$ cat src/rtl/boot_pkg.sv
`default_nettype none
// ============================================================================
//  Module   : boot_pkg
//  Purpose  : Shared definitions for the UART boot loader: loader state
//             encoding, default frame start marker and bit-period helper.
//  Ports    : none (package)
//  Revision : 1.0 - initial release
// ============================================================================
package boot_pkg;

  localparam logic [7:0] SYNC_BYTE_DEF = 8'hA5;

  // Loader FSM encoding
  typedef logic [2:0] boot_state_t;
  localparam boot_state_t ST_IDLE   = 3'd0;
  localparam boot_state_t ST_LEN_LO = 3'd1;
  localparam boot_state_t ST_LEN_HI = 3'd2;
  localparam boot_state_t ST_DATA   = 3'd3;
  localparam boot_state_t ST_CHECK  = 3'd4;
  localparam boot_state_t ST_RUN    = 3'd5;
  localparam boot_state_t ST_ERROR  = 3'd6;

  // Clocks per UART bit, integer-truncated
  function automatic int unsigned clks_per_bit(input int unsigned clk_hz,
                                               input int unsigned baud);
    return clk_hz / baud;
  endfunction

endpackage
`default_nettype wire

$ cat src/rtl/uart_rx.sv
`default_nettype none
// ============================================================================
//  Module   : uart_rx
//  Purpose  : 8N1 UART receiver with 2-flop synchronizer and start-bit
//             glitch rejection.
//  Ports    : clk, reset (async active-low), rx (serial in),
//             byte_out[7:0], byte_valid (1-cycle pulse),
//             frame_err (1-cycle pulse when stop bit is 0)
//  Revision : 1.0 - initial release
// ============================================================================
module uart_rx #(
  parameter int unsigned CLKS_PER_BIT = 104
) (
  input  logic       clk,
  input  logic       reset,
  input  logic       rx,
  output logic [7:0] byte_out,
  output logic       byte_valid,
  output logic       frame_err
);

  localparam logic [1:0]  RX_IDLE  = 2'd0;
  localparam logic [1:0]  RX_START = 2'd1;
  localparam logic [1:0]  RX_DATA  = 2'd2;
  localparam logic [1:0]  RX_STOP  = 2'd3;
  localparam logic [15:0] C_HALF   = 16'(CLKS_PER_BIT / 2);
  localparam logic [15:0] C_FULL   = 16'(CLKS_PER_BIT);

  logic       sync1_q, sync2_q, prev_q;
  logic [1:0] st_q, st_d;
  logic [15:0] cnt_q, cnt_d;
  logic [2:0] bit_q, bit_d;
  logic [7:0] shift_q, shift_d;
  logic [7:0] byte_q, byte_d;
  logic       valid_q, valid_d;
  logic       ferr_q, ferr_d;

  always_comb begin
    st_d    = st_q;
    cnt_d   = cnt_q;
    bit_d   = bit_q;
    shift_d = shift_q;
    byte_d  = byte_q;
    valid_d = 1'b0;
    ferr_d  = 1'b0;
    case (st_q)
      RX_IDLE: begin
        // falling edge on the synchronized line
        if (prev_q && !sync2_q) begin
          st_d  = RX_START;
          cnt_d = 16'd0;
        end
      end
      RX_START: begin
        if (cnt_q == C_HALF - 16'd1) begin
          cnt_d = 16'd0;
          bit_d = 3'd0;
          // line back high at mid start bit: a glitch, not a frame
          st_d  = sync2_q ? RX_IDLE : RX_DATA;
        end else begin
          cnt_d = cnt_q + 16'd1;
        end
      end
      RX_DATA: begin
        if (cnt_q == C_FULL - 16'd1) begin
          cnt_d   = 16'd0;
          shift_d = {sync2_q, shift_q[7:1]};
          if (bit_q == 3'd7) st_d = RX_STOP;
          else               bit_d = bit_q + 3'd1;
        end else begin
          cnt_d = cnt_q + 16'd1;
        end
      end
      default: begin
        if (cnt_q == C_FULL - 16'd1) begin
          cnt_d = 16'd0;
          st_d  = RX_IDLE;
          if (sync2_q) begin
            valid_d = 1'b1;
            byte_d  = shift_q;
          end else begin
            ferr_d = 1'b1;
          end
        end else begin
          cnt_d = cnt_q + 16'd1;
        end
      end
    endcase
  end

  always_ff @(posedge clk or negedge reset) begin
    if (!reset) begin
      // synchronizer preset to idle-high so reset release is not a start edge
      sync1_q <= 1'b1;
      sync2_q <= 1'b1;
      prev_q  <= 1'b1;
      st_q    <= RX_IDLE;
      cnt_q   <= 16'd0;
      bit_q   <= 3'd0;
      shift_q <= 8'd0;
      byte_q  <= 8'd0;
      valid_q <= 1'b0;
      ferr_q  <= 1'b0;
    end else begin
      sync1_q <= rx;
      sync2_q <= sync1_q;
      prev_q  <= sync2_q;
      st_q    <= st_d;
      cnt_q   <= cnt_d;
      bit_q   <= bit_d;
      shift_q <= shift_d;
      byte_q  <= byte_d;
      valid_q <= valid_d;
      ferr_q  <= ferr_d;
    end
  end

  assign byte_out   = byte_q;
  assign byte_valid = valid_q;
  assign frame_err  = ferr_q;

endmodule
`default_nettype wire

$ cat src/rtl/uart_boot_loader.sv
`default_nettype none
// ============================================================================
//  Module   : uart_boot_loader
//  Purpose  : Receives a framed program image over UART (SYNC, LEN_LO,
//             LEN_HI, N little-endian words, XOR checksum) and writes it to
//             instruction memory; releases the core once the image checks.
//  Ports    : clk, reset (async active-low), rx,
//             imem_we/imem_addr[31:0]/imem_wdata[31:0] (write port),
//             core_run, load_err (sticky until next SYNC), busy
//  Revision : 1.0 - initial release
// ============================================================================
module uart_boot_loader
  import boot_pkg::*;
#(
  parameter int unsigned CLK_HZ     = 12000000,
  parameter int unsigned BAUD       = 115200,
  parameter int unsigned ADDR_WIDTH = 12,
  parameter logic [7:0]  SYNC_BYTE  = SYNC_BYTE_DEF
) (
  input  logic        clk,
  input  logic        reset,
  input  logic        rx,
  output logic        imem_we,
  output logic [31:0] imem_addr,
  output logic [31:0] imem_wdata,
  output logic        core_run,
  output logic        load_err,
  output logic        busy
);

  localparam int unsigned CLKS_PER_BIT = clks_per_bit(CLK_HZ, BAUD);
  localparam logic [16:0] MAX_WORDS    = 17'(2 ** ADDR_WIDTH);

  logic [7:0] rx_byte;
  logic       rx_valid;
  logic       rx_ferr;

  uart_rx #(
    .CLKS_PER_BIT(CLKS_PER_BIT)
  ) u_rx (
    .clk       (clk),
    .reset     (reset),
    .rx        (rx),
    .byte_out  (rx_byte),
    .byte_valid(rx_valid),
    .frame_err (rx_ferr)
  );

  boot_state_t state_q, state_d;
  logic [15:0] len_q, len_d;
  logic [7:0]  csum_q, csum_d;
  logic [31:0] word_q, word_d;
  logic [1:0]  bidx_q, bidx_d;
  logic [15:0] widx_q, widx_d;
  logic        we_q, we_d;
  logic [31:0] addr_q, addr_d;
  logic [31:0] wdata_q, wdata_d;
  logic [15:0] len_full;
  logic        in_frame;

  assign len_full = {rx_byte, len_q[7:0]};
  assign in_frame = (state_q == ST_LEN_LO) || (state_q == ST_LEN_HI) ||
                    (state_q == ST_DATA)   || (state_q == ST_CHECK);

  always_comb begin
    state_d = state_q;
    len_d   = len_q;
    csum_d  = csum_q;
    word_d  = word_q;
    bidx_d  = bidx_q;
    widx_d  = widx_q;
    we_d    = 1'b0;
    addr_d  = addr_q;
    wdata_d = wdata_q;
    case (state_q)
      ST_IDLE, ST_ERROR: begin
        if (rx_valid && rx_byte == SYNC_BYTE) begin
          state_d = ST_LEN_LO;
          csum_d  = 8'd0;
          bidx_d  = 2'd0;
          widx_d  = 16'd0;
        end
      end
      ST_LEN_LO: begin
        if (rx_valid) begin
          len_d[7:0] = rx_byte;
          state_d    = ST_LEN_HI;
        end
      end
      ST_LEN_HI: begin
        if (rx_valid) begin
          len_d[15:8] = rx_byte;
          if ({1'b0, len_full} > MAX_WORDS) state_d = ST_ERROR;
          else if (len_full == 16'd0)        state_d = ST_CHECK;
          else                               state_d = ST_DATA;
        end
      end
      ST_DATA: begin
        if (rx_valid) begin
          csum_d = csum_q ^ rx_byte;
          // shift right so byte k of the word ends in bits [8k+7:8k]
          word_d = {rx_byte, word_q[31:8]};
          bidx_d = bidx_q + 2'd1;
          if (bidx_q == 2'd3) begin
            we_d    = 1'b1;
            addr_d  = {14'd0, widx_q, 2'b00};
            wdata_d = {rx_byte, word_q[31:8]};
            widx_d  = widx_q + 16'd1;
            if (widx_q + 16'd1 == len_q) state_d = ST_CHECK;
          end
        end
      end
      ST_CHECK: begin
        if (rx_valid) state_d = (rx_byte == csum_q) ? ST_RUN : ST_ERROR;
      end
      default: ;
    endcase
    if (rx_ferr && in_frame) state_d = ST_ERROR;
  end

  always_ff @(posedge clk or negedge reset) begin
    if (!reset) begin
      state_q <= ST_IDLE;
      len_q   <= 16'd0;
      csum_q  <= 8'd0;
      word_q  <= 32'd0;
      bidx_q  <= 2'd0;
      widx_q  <= 16'd0;
      we_q    <= 1'b0;
      addr_q  <= 32'd0;
      wdata_q <= 32'd0;
    end else begin
      state_q <= state_d;
      len_q   <= len_d;
      csum_q  <= csum_d;
      word_q  <= word_d;
      bidx_q  <= bidx_d;
      widx_q  <= widx_d;
      we_q    <= we_d;
      addr_q  <= addr_d;
      wdata_q <= wdata_d;
    end
  end

  assign imem_we    = we_q;
  assign imem_addr  = addr_q;
  assign imem_wdata = wdata_q;
  assign core_run   = (state_q == ST_RUN);
  assign load_err   = (state_q == ST_ERROR);
  assign busy       = in_frame;

endmodule
`default_nettype wire
$ cat config.mk
export PLATFORM = sky130hd
export DESIGN_NAME = uart_boot_loader
export DESIGN_NICKNAME = d
export VERILOG_FILES = /design/src/rtl/boot_pkg.sv /design/src/rtl/uart_rx.sv /design/src/rtl/uart_boot_loader.sv
export SDC_FILE = /design/constraint.sdc
export NUM_CORES = 1
export LEC_CHECK = 0
export CAP_MARGIN = 25
export CELL_PAD_IN_SITES_DETAIL_PLACEMENT = 2
export CELL_PAD_IN_SITES_GLOBAL_PLACEMENT = 2
export CORE_UTILIZATION = 33
export DETAILED_ROUTE_END_ITERATION = 10
export GPL_TIMING_DRIVEN = 0
export PLACE_DENSITY_LB_ADDON = 0.1
export SKIP_CTS_REPAIR_TIMING = 1
export SLEW_MARGIN = 10
export SYNTH_ARGS = -nofsm -noshare
export SYNTH_HDL_FRONTEND = slang
export SYNTH_SLANG_ARGS = --single-unit
$ cat constraint.sdc
create_clock -name clk -period 2.3 [get_ports clk]
set_clock_uncertainty 0.05 [all_clocks]
set_input_delay 0.575 -clock clk [delete_from_list [all_inputs] [get_ports clk]]
set_output_delay 0.575 -clock clk [all_outputs]
set_load 0.01 [all_outputs]
==> key figures, run 1 <==
GRT
  • GR Util met3: 3.61%
  • Total GRT Usage: approximately a fifth
  • Number of global-route vias before repair: around 6,800
  • Pin count of the biggest net entering global routing: 85
  • Overflow after GRT: 0
  • Global-route wire length before repair: roughly 36,000 um
  • Global routing usage on met2: 36.2%
  • GR peak layer: met2
  • Met1 Track Usage GR: 23.6%
  • Initial antenna violation count: 0

Clock tree
  • CTS tree: done
  • CTS root buffer: clkbuf_16
  • Clk sinks: 160
  • CTS clk-pin slew, worst paths: about 0.07 ns
  • # H-tree levels: 4
  • Cts bufs inserted: 17
  • Clk buf depth: 2
  • Clk Latency, worst-skew pair: 0.43 ns

Setup path
  • Startpoint Class: register
  • Critical-path cell list: buf_6 > nand4_4 > buf_6 > or3_4 > a221oi_4 > o2111ai_2 > nor4_4 > buf_4 > or3_4 > a21oi_2
  • Critical path class: register to register
  • Arrival time worst endpoint: 2.77 ns
  • CP max stage delay: 0.37 ns
  • CP max FO: 8
  • Req. time, crit path: 2.56 ns
  • Crit path max-delay family: simple AND/OR/NAND/NOR gates
  • CP Buf/Inv Count: 3
  • Worst path slowest cell: or3_4
  • CP endpoint kind: register

Die
  • Starting density of the core: between 30% and 40%
  • Chip width: between 150 and 200 um
  • Ports: 71
  • DIE HEIGHT: roughly 150 um
  • Core area: 22,000 um2
  • Rows: 54
  • Die area: ~23,000 um2

Synthesis
  • FF+latch count, synth: between 150 and 200
  • Most numerous cell in the Yosys netlist: nand2_1
  • Synth Cell Area: ~7500 um2
  • Synth async-reset ratio: 100%
  • Synth area leaders: dfrtp_1 (52%), nand2_1 (13%), o21ai_0 (3.9%)
  • Ys flop type: dfrtp_1
  • Post-synthesis average cell area: 9.33 um2
  • YS warnings: 0
  • Post-synth EDFFs: 0
  • Post-Synthesis Cells: 803
  • Seq/Total Area, Yosys: 53.5%
  • Most instantiated cells after synthesis: nand2_1 (254), dfrtp_1 (157), o21ai_0 (58), nor2_1 (49), clkbuf_1 (35)
  • Netlist cell types: 52
  • Area share of the largest cell type after synthesis: 52.4%
  • Synth area leader: dfrtp_1

Placed design
  • Area after DPL: 8490 um2
  • Final GP Congestion: 0.820
  • DP Wirelength: 15,100 um
  • Buffers on Ports: 54
  • Post-Place Cells: 1,154

Timing
  • Final hold viol count: 0
  • Slew headroom: 37.7%
  • Hold WS: 0.0789 ns
  • Final Max Tran Viols: 0
  • Setup violators final: 18
  • Final period util: 109%
  • FMAX: roughly 400 MHz
  • RSZ-0062 raised after global routing: yes
  • Worst Tran Pin Value: 0.935 ns
  • Min Tclk post-route: approximately 2.5 ns
  • Worst setup margin: -0.204 ns

Power and ir drop
  • Worst vdd ir: 0.492 mV
  • Clock share of power: 43.9%
  • Design Power: 6.54 mW
  • Internal: 4.86 mW
  • P_leak: approximately 4.9 nW
  • Sw frac: between 20% and 30%
  • PD cells: 669 nW/um2
  • Reg power frac: 46.0%
  • Sw power: 1.68 mW
  • Comb power frac: 10.1%

Layout
  • N_diodes: 0
  • Final cell count without fillers: 1,223
  • Fin nets: about 940
  • Post-route cell area: 9780 um2
  • Area Growth Syn to Fin: 30.5%
  • Layout fillers: 2,362
  • Share of cells above drive strength 1: 21.7%

Routing
  • First-pass DRT Iterations: 6
  • Drt drc: 0
  • Vias per cell: 5.10
  • Drt total wl: roughly 23,000 um
  • Drt wl/cell: 19.1 um
  • Detail Route Antenna Nets: 0
  • Routed vias: 6,234
  • Initial DRC count: roughly 190

Worst hold path
  • Hold Path Class: input pin to asynchronous set/reset pin

Outcome
  • Status: finished, violations left
  • Failing checks: negative setup slack

Job
  • Max-cap violation count: 0
[through the flow]
stage / util [%] / worst slack [ns] / setup TNS, ns
2_1_floorplan: - / -0.0180 / -0.0180
3_3_place_gp: 38.4 / -5.95 / -977.59
3_5_place_dp: 38.5 / -0.795 / -42.14
4_1_cts: 41.2 / -0.871 / -50.52
5_1_grt: 44.4 / -0.332 / -3.22
6_report: 44.4 / -0.204 / -0.992
[power groups by stage]
stage	clock network, mW	logic (mW)	registers (mW)
2_1_floorplan	0	0.392	3.01
3_3_place_gp	0	0.529	3.03
3_5_place_dp	0	0.574	3.03
4_1_cts	2.94	0.574	2.98
5_1_grt	3.07	0.749	3.02
6_report	2.87	0.659	3.01
[cells by family after synthesis]
kind of cell	share of synthesized area [%]
AOI/OAI and AO/OA	9.08
xor gates and xnor gates	4.79
adders and majority gates	0.835
buffers and inverters	4.62
DFF	53.5
muxes	5.41
other	0.0500
and+or+nand+nor	21.7
[registers in the layout, summed over array words and instances (netlist names), 2 cells and up]
register and flops:
csum_q 8, imem_wdata 32, u_rx.cnt_q 16, bidx_q 2
word_q 24, u_rx.st_q 2, state_q 3, len_q 16
imem_addr 16, u_rx.byte_out 8, widx_q 16, u_rx.bit_q 3
u_rx.shift_q 8
[final timing paths]
check	start	to	slack (ns)	depth (start not counted)
max	widx_q[3]$_DFFE_PN0P_	state_q[1]$_DFFE_PN0P_	-0.20	10
min	reset	imem_wdata[11]$_DFFE_PN0P_	0.08	1
max reg2reg	widx_q[3]$_DFFE_PN0P_	state_q[1]$_DFFE_PN0P_	-0.20	10
min reg2reg	u_rx.sync1_q$_DFF_PN1_	u_rx.sync2_q$_DFF_PN1_	0.31	0
max in group asynchronous	reset	u_rx.byte_out[2]$_DFFE_PN0P_	1.24	2
min in group clk	u_rx.sync1_q$_DFF_PN1_	u_rx.sync2_q$_DFF_PN1_	0.31	0
[placed cells by master, fill, tap and decap left out, types with 6 or more instances in the layout]
cell	count
a21oi_1	13
buf_2	6
mux2_2	22
clkbuf_16	18
nor4_1	7
clkdlybuf4s50_1	50
nor2_1	44
a31oi_1	6
inv_1	9
dfrtp_2	15
clkbuf_1	19
conb_1	16
xnor2_1	18
mux2_4	9
buf_4	64
nand2b_1	6
nand3_1	7
nand2_1	253
dfrtp_1	142
nor4_4	6
nand4_1	9
xor2_1	23
o21ai_0	54
[area by class of cell]
cell class	instances	area (um2)	area share (%)
plain buffers	49	309	3.16
clock buffers	23	478	4.89
clock inverters	9	108	1.10
inverters	9	33.8	0.345
multi-input cells	586	3480	35.6
flip-flops and latches	160	4030	41.2
well taps	280	350	3.58
repair buffers	107	992	10.1
[layer usage]
metal	vias up	part of all wire, %
met2	80	54
met1	3230	42
li1	2894	-
met3	30	1.9
met4	0	1.8
met5	-	0
(Power assumes the default switching activity.)
==> run 2: changes to the inputs <==
--- a/config.mk
+++ b/config.mk
@@ -11,7 +11,7 @@
 export CORE_UTILIZATION = 33
 export DETAILED_ROUTE_END_ITERATION = 10
 export GPL_TIMING_DRIVEN = 0
-export PLACE_DENSITY_LB_ADDON = 0.1
+export PLACE_DENSITY = 0.8
 export SKIP_CTS_REPAIR_TIMING = 1
 export SLEW_MARGIN = 10
 export SYNTH_ARGS = -nofsm -noshare
==> run 2 against run 1 <==
Net effect:
- the run ends with design-rule violations, negative hold slack, negative setup slack left
- core utilization shrank 0.40 points
- global-route usage shrank 0.30 points
- clock power grew 4%
- maximum frequency grew 1.8%
- final cell count shrank 1.2%
- power grew 3.1%
- highest routed layer unchanged
==> key figures, run 2 (synthesized netlist as in run 1, its figures left out) <==
GRT
  • Number of global-route vias before repair: a little under 7,000
  • Pin count of the biggest net entering global routing: 109
  • Total GRT Usage: between 10% and 20%
  • Overflow after GRT: 0
  • Global-route wire length before repair: 35,800 um
  • Initial antenna violation count: 0

Layout
  • Post-route cell area: about 9700 um2
  • Layout fillers: 2,323
  • Final cell count without fillers: 1,208
  • Largest register FFs: 32
  • Commonest cells after routing, fill and taps aside: nand2_1 (253), dfrtp_1 (146), o21ai_0 (50), clkdlybuf4s50_1 (50)
  • Leading cell type in the layout, fill and taps excluded: nand2_1
  • Register area: 4020 um2
  • Fin nets: 923
  • Area Growth Syn to Fin: 29.3%
  • Multi-input gate area: 3510 um2
  • N_diodes: 0
  • Share of cells above drive strength 1: a little over a fifth
  • Fin util: approximately 44%

Setup path
  • CP Buf/Inv Count: 0
  • Crit path max-delay family: simple AND/OR/NAND/NOR gates
  • Startpoint Class: register
  • Req. time, crit path: 2.59 ns
  • CP endpoint kind: register
  • CP max FO: 8
  • CP max stage delay: roughly 0.47 ns
  • Critical-path cell list: ha_4 > nor2b_1 > or3_1 > a31oi_2 > nand4_1 > nor4_4 > o21ai_1 > a22oi_1
  • Critical path class: register to register
  • Worst path slowest cell: dfrtp_2
  • Arrival time worst endpoint: 2.75 ns

Placed design
  • Final GP Congestion: 0.808
  • DP Wirelength: 14,500 um
  • Area after DPL: 8490 um2
  • Post-Place Cells: around 1,200
  • Setup WS pre-CTS: -0.844 ns
  • Buffers on Ports: 54

Die
  • Die area: 23,300 um2
  • Rows: 54
  • Ports: 71
  • DIE HEIGHT: 153 um
  • Core area: 22,000 um2
  • Starting density of the core: 34.0%
  • Chip width: 153 um

Timing
  • Worst setup margin: -0.159 ns
  • Min Tclk post-route: 2.46 ns
  • Final Max Tran Viols: 0
  • RSZ-0062 raised after global routing: yes
  • Final hold viol count: 8
  • Final period util: 107%
  • Setup violators final: 20
  • Worst Tran Pin Value: 0.828 ns
  • Slew headroom: between 40% and 50%
  • Hold WS: -0.00298 ns
  • FMAX: 407 MHz

Power and ir drop
  • Worst vdd ir: 0.483 mV
  • PD cells: 696 nW/um2
  • Sw frac: 27.4%
  • Reg power frac: 44.7%
  • P_leak: 4.80 nW
  • Clock share of power: between 40% and 50%
  • Sw power: 1.85 mW
  • Comb power frac: 11.2%
  • Internal: around 4.9 mW

Worst hold path
  • Hold Path Class: input pin to asynchronous set/reset pin

Clock tree
  • CTS tree: done
  • Cts bufs inserted: 17
  • Clk Latency, worst-skew pair: 0.44 ns
  • CTS clk-pin slew, worst paths: 0.07 ns
  • # H-tree levels: 4
  • Clk sinks: 160
  • CTS root buffer: clkbuf_16
  • Clk buf depth: 2

Routing
  • Vias per cell: about 5.2
  • Uppermost layer routed: met4
  • Metal1 wirelength: 10,200 um
  • Drt total wl: 23,600 um
  • Drt wl/cell: 19.5 um
  • Drt drc: 3
  • Routed vias: 6,234
  • Met3 routed WL: 588 um
  • Met2 WL: roughly 13,000 um
  • Initial DRC count: 215
  • First-pass DRT Iterations: 9
  • Detail Route Antenna Nets: 0

Outcome
  • Failing checks: design-rule violations, negative hold slack, negative setup slack
  • Status: finished, violations left

Job
  • Max-cap violation count: 0
## run 2: cell count changes in the layout (fill, tap and decap cells not counted), moves of 4 or more
cell | previous run | this run
buf_4 | 64 | 45
inv_6 | 0 | 6
dfrtp_1 | 142 | 146
dfrtp_2 | 15 | 11
clkbuf_1 | 19 | 13
o21ai_0 | 54 | 50
buf_6 | 5 | 10
## run 2: metal layers
metal | track usage (%) | vias to the layer above
met5 | 0 | -
met4 | 5.34 | 0
met3 | 4.38 | 30
met2 | 34.9 | 79
met1 | 23.6 | 3242
li1 | - | 2883
## run 2: path summary, 6_finish.rpt
| kind | start | endpoint | slack (ns) | depth (start not counted) |
|---|---|---|---|---|
| max | widx_q[0]$_DFFE_PN0P_ | state_q[2]$_DFFE_PN0P_ | -0.16 | 8 |
| min in group clk | u_rx.sync1_q$_DFF_PN1_ | u_rx.sync2_q$_DFF_PN1_ | 0.31 | 0 |
| max in group asynchronous | reset | u_rx.byte_out[5]$_DFFE_PN0P_ | 1.28 | 2 |
| max reg2reg | widx_q[0]$_DFFE_PN0P_ | state_q[2]$_DFFE_PN0P_ | -0.16 | 8 |
| min | reset | word_q[11]$_DFFE_PN0P_ | -0.003 | 1 |
| min reg2reg | u_rx.sync1_q$_DFF_PN1_ | u_rx.sync2_q$_DFF_PN1_ | 0.31 | 0 |
## run 2: layout make-up
cell class / instances / share of cell area (%)
well taps: 280 / 3.61
clock inverters: 14 / 1.73
inverters: 9 / 0.349
plain buffers: 49 / 3.20
repair buffers: 91 / 8.87
clock buffers: 18 / 4.53
multi-input cells: 587 / 36.2
flip-flops and latches: 160 / 41.5
## run 2: stage by stage
stage	TNS (ns)	hold slack (ns)	power, mW
after global placement	-1028.02	0.296	3.57
after CTS	-46.43	0.00426	6.60
after global routing	-5.14	0.00263	7.02
after detailed placement	-40.46	0.299	3.61
final	-1.89	-0.00298	6.75
after floorplan	-0.0180	0.229	3.40
## run 2: power by group through the flow
stage	logic [mW]	clock network [mW]	registers (mW)
after floorplan	0.392	0	3.01
after global placement	0.540	0	3.03
after detailed placement	0.575	0	3.04
after CTS	0.581	3.04	2.98
after global routing	0.831	3.16	3.03
final	0.757	2.98	3.02
